==> src/rtl/oled_pattern_gen_if.sv <==
// Pixel-side bundle between the OLED video driver and the test-pattern source.
// The master side drives coordinates and controls. The slave side returns colour and status.
interface oled_pattern_gen_if #(
    parameter int C_x_bits = 7,
    parameter int C_y_bits = 8
);
    logic [C_x_bits-1:0] x;
    logic [C_y_bits-1:0] y;
    logic                btn;
    logic                pause;
    logic [15:0]         color;
    logic [1:0]          mode;
    logic                frame_tick;

    modport master (
        output x, y, btn, pause,
        input  color, mode, frame_tick
    );

    modport slave (
        input  x, y, btn, pause,
        output color, mode, frame_tick
    );
endinterface

==> src/rtl/oled_pattern_gen.sv <==
// Animated RGB565 test-pattern source: checker / bars / gradient / solid, selected by a debounced button,
// with scrolling driven by frame starts detected in the coordinate stream.
module oled_pattern_gen #(
    parameter int C_x_bits        = 7,
    parameter int C_y_bits        = 8,
    parameter int C_sq_log2       = 3,
    parameter int C_scroll_div    = 4,
    parameter int C_debounce_bits = 16
) (
    input  logic             clki,
    input  logic             resn,
    oled_pattern_gen_if.slave bus
);
    typedef enum logic [1:0] {
        PAT_CHECKER  = 2'd0,
        PAT_BARS     = 2'd1,
        PAT_GRADIENT = 2'd2,
        PAT_SOLID    = 2'd3
    } pattern_e;

    localparam int              DIV_W    = (C_scroll_div > 1) ? $clog2(C_scroll_div) : 1;
    localparam logic [DIV_W-1:0] DIV_LAST = DIV_W'(C_scroll_div - 1);

    logic [C_y_bits-1:0]        prev_y;
    logic                       frame_start;
    logic                       frame_tick_q;
    logic [DIV_W-1:0]           div_cnt;
    logic [7:0]                 offset;

    logic                       btn_meta;
    logic                       btn_sync;
    logic                       btn_acc;
    logic                       btn_acc_d;
    logic [C_debounce_bits-1:0] db_cnt;
    pattern_e                   mode_q;

    logic [C_x_bits-1:0]        xs;
    logic [C_y_bits-1:0]        ys;
    logic [15:0]                pattern;
    logic [15:0]                color_q;

    function automatic logic [15:0] palette(input logic [2:0] i);
        return {{5{i[2]}}, {6{i[1]}}, {5{i[0]}}};
    endfunction

    assign frame_start = (bus.y == '0) && (prev_y != '0);

    always_ff @(posedge clki or negedge resn) begin
        if (!resn) begin
            prev_y       <= '0;
            frame_tick_q <= 1'b0;
            div_cnt      <= '0;
            offset       <= '0;
        end else begin
            prev_y       <= bus.y;
            frame_tick_q <= frame_start;
            if (frame_start && !bus.pause) begin
                if (div_cnt == DIV_LAST) begin
                    div_cnt <= '0;
                    offset  <= offset + 8'd1;
                end else begin
                    div_cnt <= div_cnt + DIV_W'(1);
                end
            end
        end
    end

    // Counter only runs while the synchronised level disagrees with the accepted one,
    // so any bounce back to the accepted level restarts the stability window.
    always_ff @(posedge clki or negedge resn) begin
        if (!resn) begin
            btn_meta  <= 1'b0;
            btn_sync  <= 1'b0;
            btn_acc   <= 1'b0;
            btn_acc_d <= 1'b0;
            db_cnt    <= '0;
            mode_q    <= PAT_CHECKER;
        end else begin
            btn_meta  <= bus.btn;
            btn_sync  <= btn_meta;
            btn_acc_d <= btn_acc;
            if (btn_sync == btn_acc) begin
                db_cnt <= '0;
            end else if (db_cnt == '1) begin
                btn_acc <= btn_sync;
                db_cnt  <= '0;
            end else begin
                db_cnt <= db_cnt + C_debounce_bits'(1);
            end
            if (btn_acc && !btn_acc_d) begin
                mode_q <= pattern_e'(mode_q + 2'd1);
            end
        end
    end

    always_comb begin
        xs      = bus.x + C_x_bits'(offset);
        ys      = bus.y + C_y_bits'(offset);
        pattern = '0;
        case (mode_q)
            PAT_CHECKER:  pattern = (xs[C_sq_log2] ^ ys[C_sq_log2]) ? 16'h07E0 : 16'hF800;
            PAT_BARS:     pattern = palette(bus.x[C_x_bits-1 -: 3]);
            PAT_GRADIENT: pattern = {bus.x[C_x_bits-1 -: 5], 6'd0, bus.y[C_y_bits-3 -: 5]};
            PAT_SOLID:    pattern = palette(offset[2:0]);
            default:      pattern = '0;
        endcase
    end

    always_ff @(posedge clki or negedge resn) begin
        if (!resn) begin
            color_q <= '0;
        end else begin
            color_q <= pattern;
        end
    end

    assign bus.color      = color_q;
    assign bus.mode       = mode_q;
    assign bus.frame_tick = frame_tick_q;
endmodule

==> src/flat_wrapper.sv <==
// flat-port wrapper written by rule: the top's interface ports become plain ports
module oled_pattern_gen_flat 
#(
    parameter int C_x_bits        = 7,
    parameter int C_y_bits        = 8,
    parameter int C_sq_log2       = 3,
    parameter int C_scroll_div    = 4,
    parameter int C_debounce_bits = 16
)
  (clki, resn, bus_x, bus_y, bus_btn, bus_pause, bus_color, bus_mode, bus_frame_tick);
  oled_pattern_gen_if #(.C_x_bits(C_x_bits), .C_y_bits(C_y_bits)) bus_i ();
  input  logic clki;
  input  logic resn;
  input wire logic [$bits(bus_i.x)-1:0] bus_x;
  input wire logic [$bits(bus_i.y)-1:0] bus_y;
  input wire logic [$bits(bus_i.btn)-1:0] bus_btn;
  input wire logic [$bits(bus_i.pause)-1:0] bus_pause;
  output wire logic [$bits(bus_i.color)-1:0] bus_color;
  output wire logic [$bits(bus_i.mode)-1:0] bus_mode;
  output wire logic [$bits(bus_i.frame_tick)-1:0] bus_frame_tick;
  assign bus_i.x = bus_x;
  assign bus_i.y = bus_y;
  assign bus_i.btn = bus_btn;
  assign bus_i.pause = bus_pause;
  assign bus_color = bus_i.color;
  assign bus_mode = bus_i.mode;
  assign bus_frame_tick = bus_i.frame_tick;
  oled_pattern_gen #(.C_x_bits(C_x_bits), .C_y_bits(C_y_bits), .C_sq_log2(C_sq_log2), .C_scroll_div(C_scroll_div), .C_debounce_bits(C_debounce_bits)) u_core (.clki(clki), .resn(resn), .bus(bus_i));
endmodule
==> config.mk <==
export PLATFORM = sky130hd
export DESIGN_NAME = oled_pattern_gen_flat
export DESIGN_NICKNAME = d
export VERILOG_FILES = /design/src/rtl/oled_pattern_gen_if.sv /design/src/rtl/oled_pattern_gen.sv /design/src/flat_wrapper.sv
export SDC_FILE = /design/constraint.sdc
export NUM_CORES = 1
export LEC_CHECK = 0
export CAP_MARGIN = 10
export CELL_PAD_IN_SITES_DETAIL_PLACEMENT = 1
export CELL_PAD_IN_SITES_GLOBAL_PLACEMENT = 1
export CORE_UTILIZATION = 36
export CTS_CLUSTER_SIZE = 30
export DETAILED_ROUTE_END_ITERATION = 10
export MAX_ROUTING_LAYER = met4
export PLACE_DENSITY_LB_ADDON = 0.1
export SLEW_MARGIN = 20
export SYNTH_ARGS = -nofsm -noshare
export SYNTH_HDL_FRONTEND = slang
export SYNTH_SLANG_ARGS = --single-unit
==> constraint.sdc <==
create_clock -name clki -period 1.64 [get_ports clki]
set_input_delay 0.492 -clock clki [delete_from_list [all_inputs] [get_ports clki]]
set_output_delay 0.492 -clock clki [all_outputs]
set_load 0.005 [all_outputs]
* Word-level counts from Yosys, hierarchy flattened
Index checks and enable logic that the tools add are counted.
Operators by class: $lt $le $gt $ge 0, bitwise operators 2, equality and inequality tests 6, multipliers 0, add/subtract/negate cells 6, shifts and indexed selects 0, muxes and demuxes 5, divide/modulo/power cells 0, reduce and logical (&&, ||, !) cells 10
Operator list (number):
- $pmux 16 s4 | 1
- $mux 16 | 3
- $add 16x1->16 const B | 1
- $eq 16x16->1 const B | 1
- $add 4x4->4 | 2
- $add 8x1->8 const B | 1
- $logic_not 8->1 | 1
- $reduce_bool 8->1 | 1
- $eq 2x2->1 const B | 3
- $add 2x1->2 const B | 2
- $reduce_and 2->1 | 2
- $logic_and 1x1->1 | 3
- $eq 2x1->1 const B | 1
- $logic_not 1->1 | 2
- $logic_not 2->1 | 1
- $mux 2 | 1
- $eq 1x1->1 | 1
- $not 1->1 | 1
- $xor 1x1->1 | 1
Word-level totals: memories 0, word-level logic and storage cells 40, output and inout bits 19, bits in read-only memories 0, bits of input ports 19, register bits 57, memory bits (writable) 0, bits in latches 0

* Longest topological paths before layout
Gate-level depths: netlist of the first run.
depth in word-level cells 4, depth in mapped cells 6, depth with buffers taken out 5

* Worst setup path before layout of the first run
OpenSTA, ideal clock, no wires.
kind input to register, from input port bus_y[4], to register u_core.offset[1], path buffers 0, library setup time 0.125 ns, cell stages on the path 4, setup slack -0.296 ns, arrival time 1.811 ns, required time 1.515 ns, cells stage by stage or4_4 > a2111oi_4 > nand2_2 > mux2_4
On the way: longest elaborated chain between the ends 4
Ends and longest elaborated chain:
- start: declaration | RTL line flat_wrapper.sv:15 | input wire logic [$bits(bus_i.y)-1:0] bus_y;
- $logic_not 8->1 | RTL line oled_pattern_gen.sv:46 | assign frame_start = (bus.y == '0) && (prev_y != '0);
- $logic_and 1x1->1 | RTL line oled_pattern_gen.sv:46
- $logic_and 1x1->1 | RTL line oled_pattern_gen.sv:57 | if (frame_start && !bus.pause) begin
- $reduce_and 2->1 (no line)
- end signal: assignment | RTL line oled_pattern_gen.sv:60 | offset <= offset + 8'd1;
- end: declaration | RTL line oled_pattern_gen.sv:28 | logic [7:0] offset;
No other way between the ends. A chain may end at the register's enable or synchronous reset.

* Final worst setup path of the first run
from input port bus_y[5], to register u_core.offset[1]
Same word-level chain as after synthesis.

==> run metrics, run 1 <==
Critical Path Start Type=input pin; library cell with the largest summed area after synthesis=dfrtp_1; net count of the mapped netlist=208; largest cells by area after synthesis=dfrtp_1 56%, ha_1 6.5%, xnor2_1 4.6%; worst reg2reg startpoint=u_core.offset[1]$_DFFE_PN0P_; maximum vdd ir drop=0.3903 mV; max-capacitance violation count=0; RePlAce Congestion=0.8747; clock tree buffer depth=2; Setup CP Type=input pin to flop; count of cell types in the netlist=33; largest stage delay on the critical path=0.55 ns; global-route wire length before repair=8238 um; violated checks=setup timing; CORE AREA=5574 um2; cell at the slowest stage of the critical path=or4_4; Final Setup Violations=11; final slew viol count=0; path type of the worst min-delay path=input pin to async pin; Port Buffers=37; Antenna Nets Post-Route=0; via density per instance=4.978; synthesized netlist cell count=178; DRC marker count from the first detailed-route iteration=37; min Tclk post-route=1.759 ns; vias in the first global route=1676; num rows=27; leakage=1.386 nW; most prevalent standard cell on the critical path=buf_6; Critical path buffers and inverters=2; post-layout instance area=2903 um2; number of top-level pins=38; post-synthesis cell area=2113 um2; count of TritonRoute iterations in the first routing pass=4; top_reg_cell synth=dfrtp_1; Post-Layout Cell Count=314; number of synthesized register bits=47; GR Util met2=33.30%; share of flip-flops with an asynchronous set or reset after synthesis=100.0%; Combinational Power Share=9.8%; power spent charging and discharging nets=0.0005174 W; share of cells above drive strength 1=26.03%; Clock transition at path regs=0.10 ns; antenna fix cells=0; net switching fraction of the power=24.27%; worst slew margin relative to its limit=74.09%; placed instance area=2711 um2; grt met1 use=19.85%; status=complete, but fails checks; Final Hold Vio Count=0; Synth top area share=55.65%; share of synthesized area occupied by flip-flops and latches=55.65%; top cell family by delay on the critical path=simple AND/OR/NAND/NOR gates; transition time at the pin with the least slew margin=0.3851 ns; number of synthesized flops with an enable pin=0; GR peak layer=met2; Die Height=78.62 um; unrepaired setup endpoints after global routing=yes; Fmax=568.5 MHz; syn_area_per_cell=11.87 um2; routed length per placed instance=15.49 um; worst skew pair latency=0.30 ns; share of power burned in the clock network=33.4%; setup slack after layout=-0.1189 ns; area grow syn2layout=37.36%; Synth Warn #=0; Critical Path End Type=flop; biggest fanout along the worst timing path=4; Arrival @ worst endpoint=1.95 ns; Detailed Place HPWL=3391 um; total global-route track usage=18.02%; GRT Residual Overflow=0; CTS tree=built; remaining design rule violation count=0; die width=78.62 um; number of buffers inserted during clock tree synthesis=5; required time worst endpoint=1.83 ns; CTS H-tree lvls=2; met3 Usage GRT=2.907%; worst clock skew on the final layout=0.009776 ns; source of the critical timing path=bus_y[5]; total length of routed wires=4864 um; cell area power density=734.5 nW/um2; critical path, cell by cell=buf_6, or4_4, a2111oi_4, buf_6, nand2_4, mux2_4; clock root buffer=clkbuf_8; DR vias=1563; Internal Dissipation=0.001615 W; pin count of the biggest net entering global routing=48; initial core utilization=37.91%; number of cells in the design after placement=300; Reg power frac=56.8%; initial antenna violation count=0; Final Net Count=271; Die Area=6180 um2; period utilisation layout=107.3%; sinks on the clock net=47
-- layout make-up --
class,count,area (um2)
Timing Repair Buffer,63,570.5
Inverter,4,15.01
Multi-Input combinational cell,120,955.9
Sequential cell,47,1179
Clock inverter,3,23.77
Tap cell,72,90.09
Clock buffer,5,68.82
Fill cell,597,2671
-- worst paths after layout --
check	end	slack [ns]	depth (start not counted)
max	u_core.offset[1]$_DFFE_PN0P_	-0.12	6
min	u_core.prev_y[5]$_DFF_PN0_	0.16	2
max reg2reg	u_core.bus.color[10]$_DFF_PN0_	-0.10	6
min reg2reg	u_core.btn_sync$_DFF_PN0_	0.36	0
max in group asynchronous	u_core.db_cnt[5]$_DFF_PN0_	1.25	2
min in group clki	u_core.prev_y[6]$_DFF_PN0_	0.29	1
-- flip-flops by register name, summed over array words and instances (netlist names) --
signal and count:
u_core.bus.mode 2, u_core.bus.color 11, u_core.bus.frame_tick 1, u_core.db_cnt 16, u_core.btn_acc 1, u_core.btn_acc_d 1
u_core.prev_y 8, u_core.div_cnt 2, u_core.btn_sync 1, u_core.offset 3, u_core.btn_meta 1
-- kinds of logic after synthesis --
family / after synthesis / share of synthesized area [%]
fa+ha+maj: 11 / 6.513
flops: 47 / 55.65
xor+xnor: 19 / 8.526
mux: 10 / 5.210
compound gates: 23 / 7.638
buf+inv: 11 / 2.842
simple gates: 57 / 13.62
-- timing repair --
action                     4_1_cts  5_1_grt
buffers inserted                 5        1
pin swaps                        9        3
setup endpoints to repair       22       19
hold buffers                     0        0
gates resized for setup         49       15
-- cells in the final DEF, fill, tap and decap left out, drive strengths merged, types with 8 or more instances in the layout --
cell type	instances
dfrtp	47
buf	32
nor2	18
a21oi	14
dlygate4sd2	12
xnor2	11
nand2	11
ha	11
clkdlybuf4s50	9
nand3	8
-- synthesized netlist by cell type (2+ instances only) --
| master | instances |
|---|---|
| mux2i_1 | 5 |
| or3_1 | 2 |
| mux2_2 | 4 |
| nor3_1 | 2 |
| nand3_1 | 8 |
| dfrtp_1 | 47 |
| and4_1 | 3 |
| clkbuf_1 | 2 |
| nor2_1 | 18 |
| buf_4 | 5 |
| ha_1 | 11 |
| a31o_2 | 3 |
| inv_1 | 3 |
| nor4_1 | 4 |
| xor2_1 | 7 |
| nand4_1 | 5 |
| a21oi_1 | 14 |
| nand2_1 | 10 |
| xnor2_1 | 11 |
-- power groups by stage --
stage          clock (W)  combinational, W  sequential, W
2_1_floorplan          0         0.0000671        0.00123
3_3_place_gp           0          0.000217        0.00123
3_5_place_dp           0          0.000223        0.00123
4_1_cts         0.000748          0.000214        0.00121
5_1_grt         0.000799          0.000230        0.00122
6_report        0.000713          0.000209        0.00121
-- routing by layer --
layer  share of wire [%]  vias up
met1                  40      792
met2                  56       19
met3                 2.7        6
met5                   0        -
li1                    -      746
met4                 1.1        0
-- stage by stage --
step	hold slack, ns	setup slack [ns]	TNS [ns]	power, W	utilization [%]
after floorplan	0.1964	-0.2940	-1.112	0.001302	-
after global placement	0.3320	-0.7725	-7.235	0.001449	48.64
after detailed placement	0.3387	-0.8197	-7.928	0.001457	48.64
after CTS	0.1620	-0.1179	-0.6970	0.002172	51.56
after global routing	0.1632	-0.1477	-1.336	0.002245	52.08
final	0.1609	-0.1189	-0.8661	0.002132	52.08
No activity file was read; power rests on OpenSTA's default activity.
==> run 2, diff against run 1 <==
Settings changed: CORE_MARGIN set to 4, CORE_UTILIZATION 36 to 25, SKIP_LAST_GASP set to 1.
==> run 2 against run 1 <==
Effect of this change: the run still ends with setup timing left; clock-buffer cell count is the same; register-to-register slack better by 0.02 ns; wire length is 0.21% higher; combinational power increased by 7%; clock skew fell by 0.0019 ns; clock power up 40%; hold slack got worse by 0.046 ns; via count decreased by 0.77%; non-clock buffer count increased by 4; sequential share of layout area shrank 1.9 points; utilization fell by 15 points; critical path depth unchanged; critical endpoint unchanged.
==> run metrics, run 2 (same netlist as run 1, synthesis figures left out) <==
Final Net Count=275 (+1.5%); Arrival @ worst endpoint=1.96 ns (about the same); initial antenna violation count=0 (unchanged); leakage=1.434 nW (+3.4%); total length of routed wires=4874 um (+0.21%); clock tree buffer depth=2 (unchanged); share of the core filled with cells in the final layout=37.08% (-15 points); post-layout instance area=3047 um2 (+5.0%); clock root buffer=clkbuf_8; cell at the slowest stage of the critical path=or4_4; Post-Layout Cell Count=351 (+12%); violated checks=setup timing; critical path, cell by cell=buf_6, or4_4, a2111oi_4, buf_4, nand2_4, mux2_4; final slew viol count=0 (unchanged); required time worst endpoint=1.83 ns (about the same); count of TritonRoute iterations in the first routing pass=2 (-2); number of hold-repair buffers added at the cts stage=0 (unchanged); number of cells in the design after placement=334 (+11%); pin count of the biggest net entering global routing=23 (-52%); routed length per placed instance=13.89 um (-10%); cell area power density=797.7 nW/um2 (+8.6%); Critical Path Start Type=input pin; R2R setup slack=-0.08 ns (+0.02 ns); worst skew pair latency=0.30 ns (about the same); CTS H-tree lvls=2 (unchanged); period utilisation layout=108.1% (+0.82 points); Final Hold Vio Count=0 (unchanged); DR vias=1551 (-0.77%); maximum vdd ir drop=0.3062 mV (-22%); register containing the most flip-flops in the final layout=u_core.db_cnt; worst slew margin relative to its limit=72.13% (-2.0 points); vias in the first global route=1752 (+4.5%); via density per instance=4.419 (-11%); Die Height=99.94 um (+27%); top cell family by delay on the critical path=simple AND/OR/NAND/NOR gates; Final Setup Violations=11 (unchanged); global-route wire length before repair=8307 um (+0.84%); antenna fix cells=0 (unchanged); number of buffers inserted during clock tree synthesis=5 (unchanged); unrepaired setup endpoints after global routing=yes; share of cells above drive strength 1=28.05% (+2.0 points); Detailed Place HPWL=3696 um (+9.0%); remaining design rule violation count=0 (unchanged); CORE AREA=8217 um2 (+47%); sinks on the clock net=47 (unchanged); Antenna Nets Post-Route=0 (unchanged); biggest fanout along the worst timing path=4 (unchanged); min Tclk post-route=1.772 ns (+0.01350 ns); largest stage delay on the critical path=0.54 ns (about the same); transition time at the pin with the least slew margin=0.4180 ns (+0.03293 ns); Die Area=9988 um2 (+62%); status=complete, but fails checks; area grow syn2layout=44.17%; most frequent standard cell in the layout excluding fill and tap cells=dfrtp_1; Fmax=564.2 MHz (-0.76%); number of top-level pins=38 (unchanged); setup slack after layout=-0.1324 ns (-0.01350 ns); worst clock skew on the final layout=0.007838 ns (-0.001938 ns); Port Buffers=37 (unchanged); initial core utilization=25.72% (-12 points); max FFs per register=16 (unchanged); total global-route track usage=10.76% (-7.3 points); final hold slack=0.1150 ns (-0.04589 ns); Critical Path End Type=flop; total power=0.002430 W (+14%); Critical path buffers and inverters=2 (unchanged); RePlAce Congestion=0.7684 (-12%); die width=99.94 um (+27%); max-capacitance violation count=0 (unchanged); Clock transition at path regs=0.09 ns (about the same); most frequent cells in the layout=45 x dfrtp_1, 26 x buf_4, 18 x nor2_1; num rows=33 (+22%); GRT Residual Overflow=0 (unchanged); placed instance area=2760 um2 (+1.8%); DRC marker count from the first detailed-route iteration=13 (-65%); CTS tree=built; path type of the worst min-delay path=input pin to async pin; Setup CP Type=input pin to flop
run 2: changes by cell type in the layout (fill, tap and decap cells not counted), moves of 2 or more:
cell and change:
clkdlybuf4s15_1 +3, dlygate4sd2_1 -3, bufinv_16 +2, buf_4 +4
run 2: worst paths after layout:
path                            cells past startpoint                          from                              end
worst min-delay path                                1                          resn  u_core.bus.frame_tick$_DFF_PN0_
worst min register to register                      0     u_core.btn_meta$_DFF_PN0_        u_core.btn_sync$_DFF_PN0_
worst max register to register                      6  u_core.offset[1]$_DFFE_PN0P_   u_core.bus.color[10]$_DFF_PN0_
min in group clki                                   1                      bus_y[6]       u_core.prev_y[6]$_DFF_PN0_
worst max-delay path                                6                      bus_y[5]     u_core.offset[1]$_DFFE_PN0P_
max in group asynchronous                           2                          resn   u_core.bus.mode[0]$_DFFE_PN0P_
run 2: through the flow:
| step | setup slack (ns) | setup TNS [ns] |
|---|---|---|
| finish | -0.1324 | -0.8273 |
| global route | -0.1509 | -1.357 |
| CTS | -0.1265 | -0.6759 |
| detailed placement | -0.8113 | -8.222 |
| global placement | -0.7904 | -8.071 |
| floorplan | -0.2940 | -1.112 |
run 2: final cells by class:
type | count | area, um2
well taps | 105 | 131.4
inverters | 4 | 15.01
flip-flops and latches | 47 | 1179
clock inverters | 3 | 67.56
multi-input cells | 120 | 979.7
clock buffers | 5 | 68.82
fillers | 904 | 5170
repair buffers | 67 | 605.6
run 2: layer usage:
layer	track usage, %	share of wire, %	routed length, um	vias up
li1	-	-	-	753
met1	11.98	42	2026	769
met2	18.62	53	2599	25
met3	2.710	4.5	217	4
met4	3.887	0.64	31	0
met5	-	0	0	-
run 2: repair_timing:
action | 4_1_cts | 5_1_grt
resized for setup | 48 | 25
buffers inserted | 8 | 1
endpoints found under the setup margin | 23 | 35
pin swaps | 10 | 4
run 2: report_power, final:
| part | internal [W] | switching (W) | leakage [nW] | total [W] |
|---|---|---|---|---|
| logic | 0.000130 | 0.0000937 | 0.756 | 0.000224 |
| clock network | 0.000608 | 0.000390 | 0.0644 | 0.000998 |
| registers | 0.00119 | 0.0000163 | 0.613 | 0.00121 |
| total | 0.00193 | 0.000500 | 1.43 | 0.00243 |
==> patch, RTL diff (settings of run 1) <==
`C_scroll_div` is set to 4 in 2 places; all go to 2.
--- a/src/rtl/oled_pattern_gen.sv
+++ b/src/rtl/oled_pattern_gen.sv
@@ -5,5 +5,5 @@
     parameter int C_y_bits        = 8,
     parameter int C_sq_log2       = 3,
-    parameter int C_scroll_div    = 4,
+    parameter int C_scroll_div    = 2,
     parameter int C_debounce_bits = 16
 ) (
--- a/src/flat_wrapper.sv
+++ b/src/flat_wrapper.sv
@@ -5,5 +5,5 @@
     parameter int C_y_bits        = 8,
     parameter int C_sq_log2       = 3,
-    parameter int C_scroll_div    = 4,
+    parameter int C_scroll_div    = 2,
     parameter int C_debounce_bits = 16
 )
Formal check against the unedited RTL: not equivalent (Yosys sat finds a counterexample within 10 cycles, from zero or initial values).
==> patch against run 1 <==
The run still ends with negative setup slack left; total power grew 13%; maximum frequency grew 0.48%; wire length grew 4.8%; area after synthesis shrank 1.3%; non-clock buffer count grew 8; setup slack gained 0.0085 ns; combinational power grew 5%; cell area grew 3.4%; sequential cell count shrank 1; first-iteration DRC count grew 68%; clock power grew 40%.
==> patch: results (changes against run 1) <==
[placement]
dpl-instance-area_um2=2710  ; about the same
dp_hpwl_um=3570  ; was 3390 µm
gp_congestion=0.777  ; was 0.875
pre_cts_slack_ns=-0.786  ; was -0.820 ns

[drt]
routed_wl_um=5100  ; was 4860 µm
first_iter_violations=62  ; was 37
first_pass_iters=3  ; was 4

[grt]
grt_first_pass_wirelength_um=8360  ; was 8240 µm
grt_max_degree=47  ; was 48
grt_usage=0.188  ; was 0.180
first_global_vias=1704  ; was 1676

[setup_path]
worst_path_max_delay_cell=dfrtp_2  ; was or4_4
critPathMaxFanout=3  ; was 4

[timing]
setup_slack_ns=-0.110  ; was -0.119 ns
finalSetupViolCount=7  ; was 11
tightest_slew_ns=0.379  ; was 0.385 ns

[yosys]
ys_types=31  ; was 33
synth_seq_area_share=0.552  ; was 0.557
yosys_warnings=0  ; unchanged
syn-num-nets=204  ; was 208
synth.area.top_cells=dfrtp_1 (55%), ha_1 (6.0%), xnor2_1 (4.6%), a21oi_1 (3.4%), xor2_1 (3.4%)  ; was dfrtp_1 (56%), ha_1 (6.5%), xnor2_1 (4.6%), a21oi_1 (3.3%), nor2_1 (3.2%)

[layout]
final_nets=274  ; was 271
fillers=584  ; was 597

[run_status]
status=finished, violations left  ; unchanged
violations=negative setup slack  ; unchanged

[power]
ir_drop_uv=507  ; was 390 µV
leakage_nw=1.48  ; was 1.39 nW

==> patch: worst paths after layout <==
path / start / endpoint / slack [ns] / cells past startpoint
max in group asynchronous: resn / u_core.bus.mode[0] / 1.24 / 2
worst max-delay path: u_core.offset[1] / u_core.bus.color[10] / -0.11 / 5
worst min-delay path: resn / u_core.bus.frame_tick / 0.15 / 2
worst max register to register: u_core.offset[1] / u_core.bus.color[10] / -0.11 / 5
min in group clki: bus_y[6] / u_core.prev_y[6] / 0.32 / 1
worst min register to register: u_core.btn_meta / u_core.btn_sync / 0.36 / 0
==> patch: worst max-delay path, delay by kind of cell (launching register included) <==
kind	cells	cell delay [ns]
compound gates	2	0.35
xor+xnor	1	0.35
fa+ha+maj	1	0.22
flops	1	0.45
mux	1	0.27
==> patch: logic make-up (layout without fill, tap and decap cells) <==
family                     Yosys count  in the layout  share of synthesized area
and+or+nand+nor                     53             53                      0.136
DFF                                 46             46                      0.552
AOI/OAI and AO/OA                   23             23                     0.0810
xor gates and xnor gates            20             20                     0.0906
buffers and inverters               14             85                     0.0348
adders and majority gates           10             10                     0.0600
muxes                                9              9                     0.0456
==> patch: layer usage <==
layer	up-vias	routed length, µm	track usage
li1	744	-	-
met1	789	2310	0.232
met2	32	2550	0.304
met3	7	167	0.0419
met4	0	62	0.0648
met5	-	0	-
==> patch: power breakdown <==
part           internal, W  leakage, nW  switching [W]
registers          0.00117        0.593      0.0000238
clock network     0.000610       0.0683       0.000388
logic             0.000125        0.819      0.0000938
==> patch: timing repair <==
item	4_1_cts	5_1_grt
cloned	0	1
pin swaps	7	6
endpoints found under the hold margin	0	0
setup endpoints to repair	26	23
gates resized for setup	52	24
buffers inserted	4	6
==> patch: cell type report <==
type,count,area share
flip-flops and latches,46,0.386
multi-input cells,115,0.325
repair buffers,71,0.206
well taps,72,0.0300
clock buffers,5,0.0229
clock inverters,3,0.0229
inverters,6,0.00751
==> patch: stage by stage <==
stage | power, W | instances | setup TNS, ns | hold WS, ns | util
floorplan | 0.00128 | 175 | -0.489 | 0.196 | -
global placement | 0.00143 | 300 | -7.46 | 0.338 | 0.490
detailed placement | 0.00144 | 300 | -7.79 | 0.345 | 0.490
CTS | 0.00244 | 312 | -0.623 | 0.159 | 0.519
global route | 0.00253 | 318 | -1.22 | 0.157 | 0.542
finish | 0.00241 | 318 | -0.533 | 0.150 | 0.542
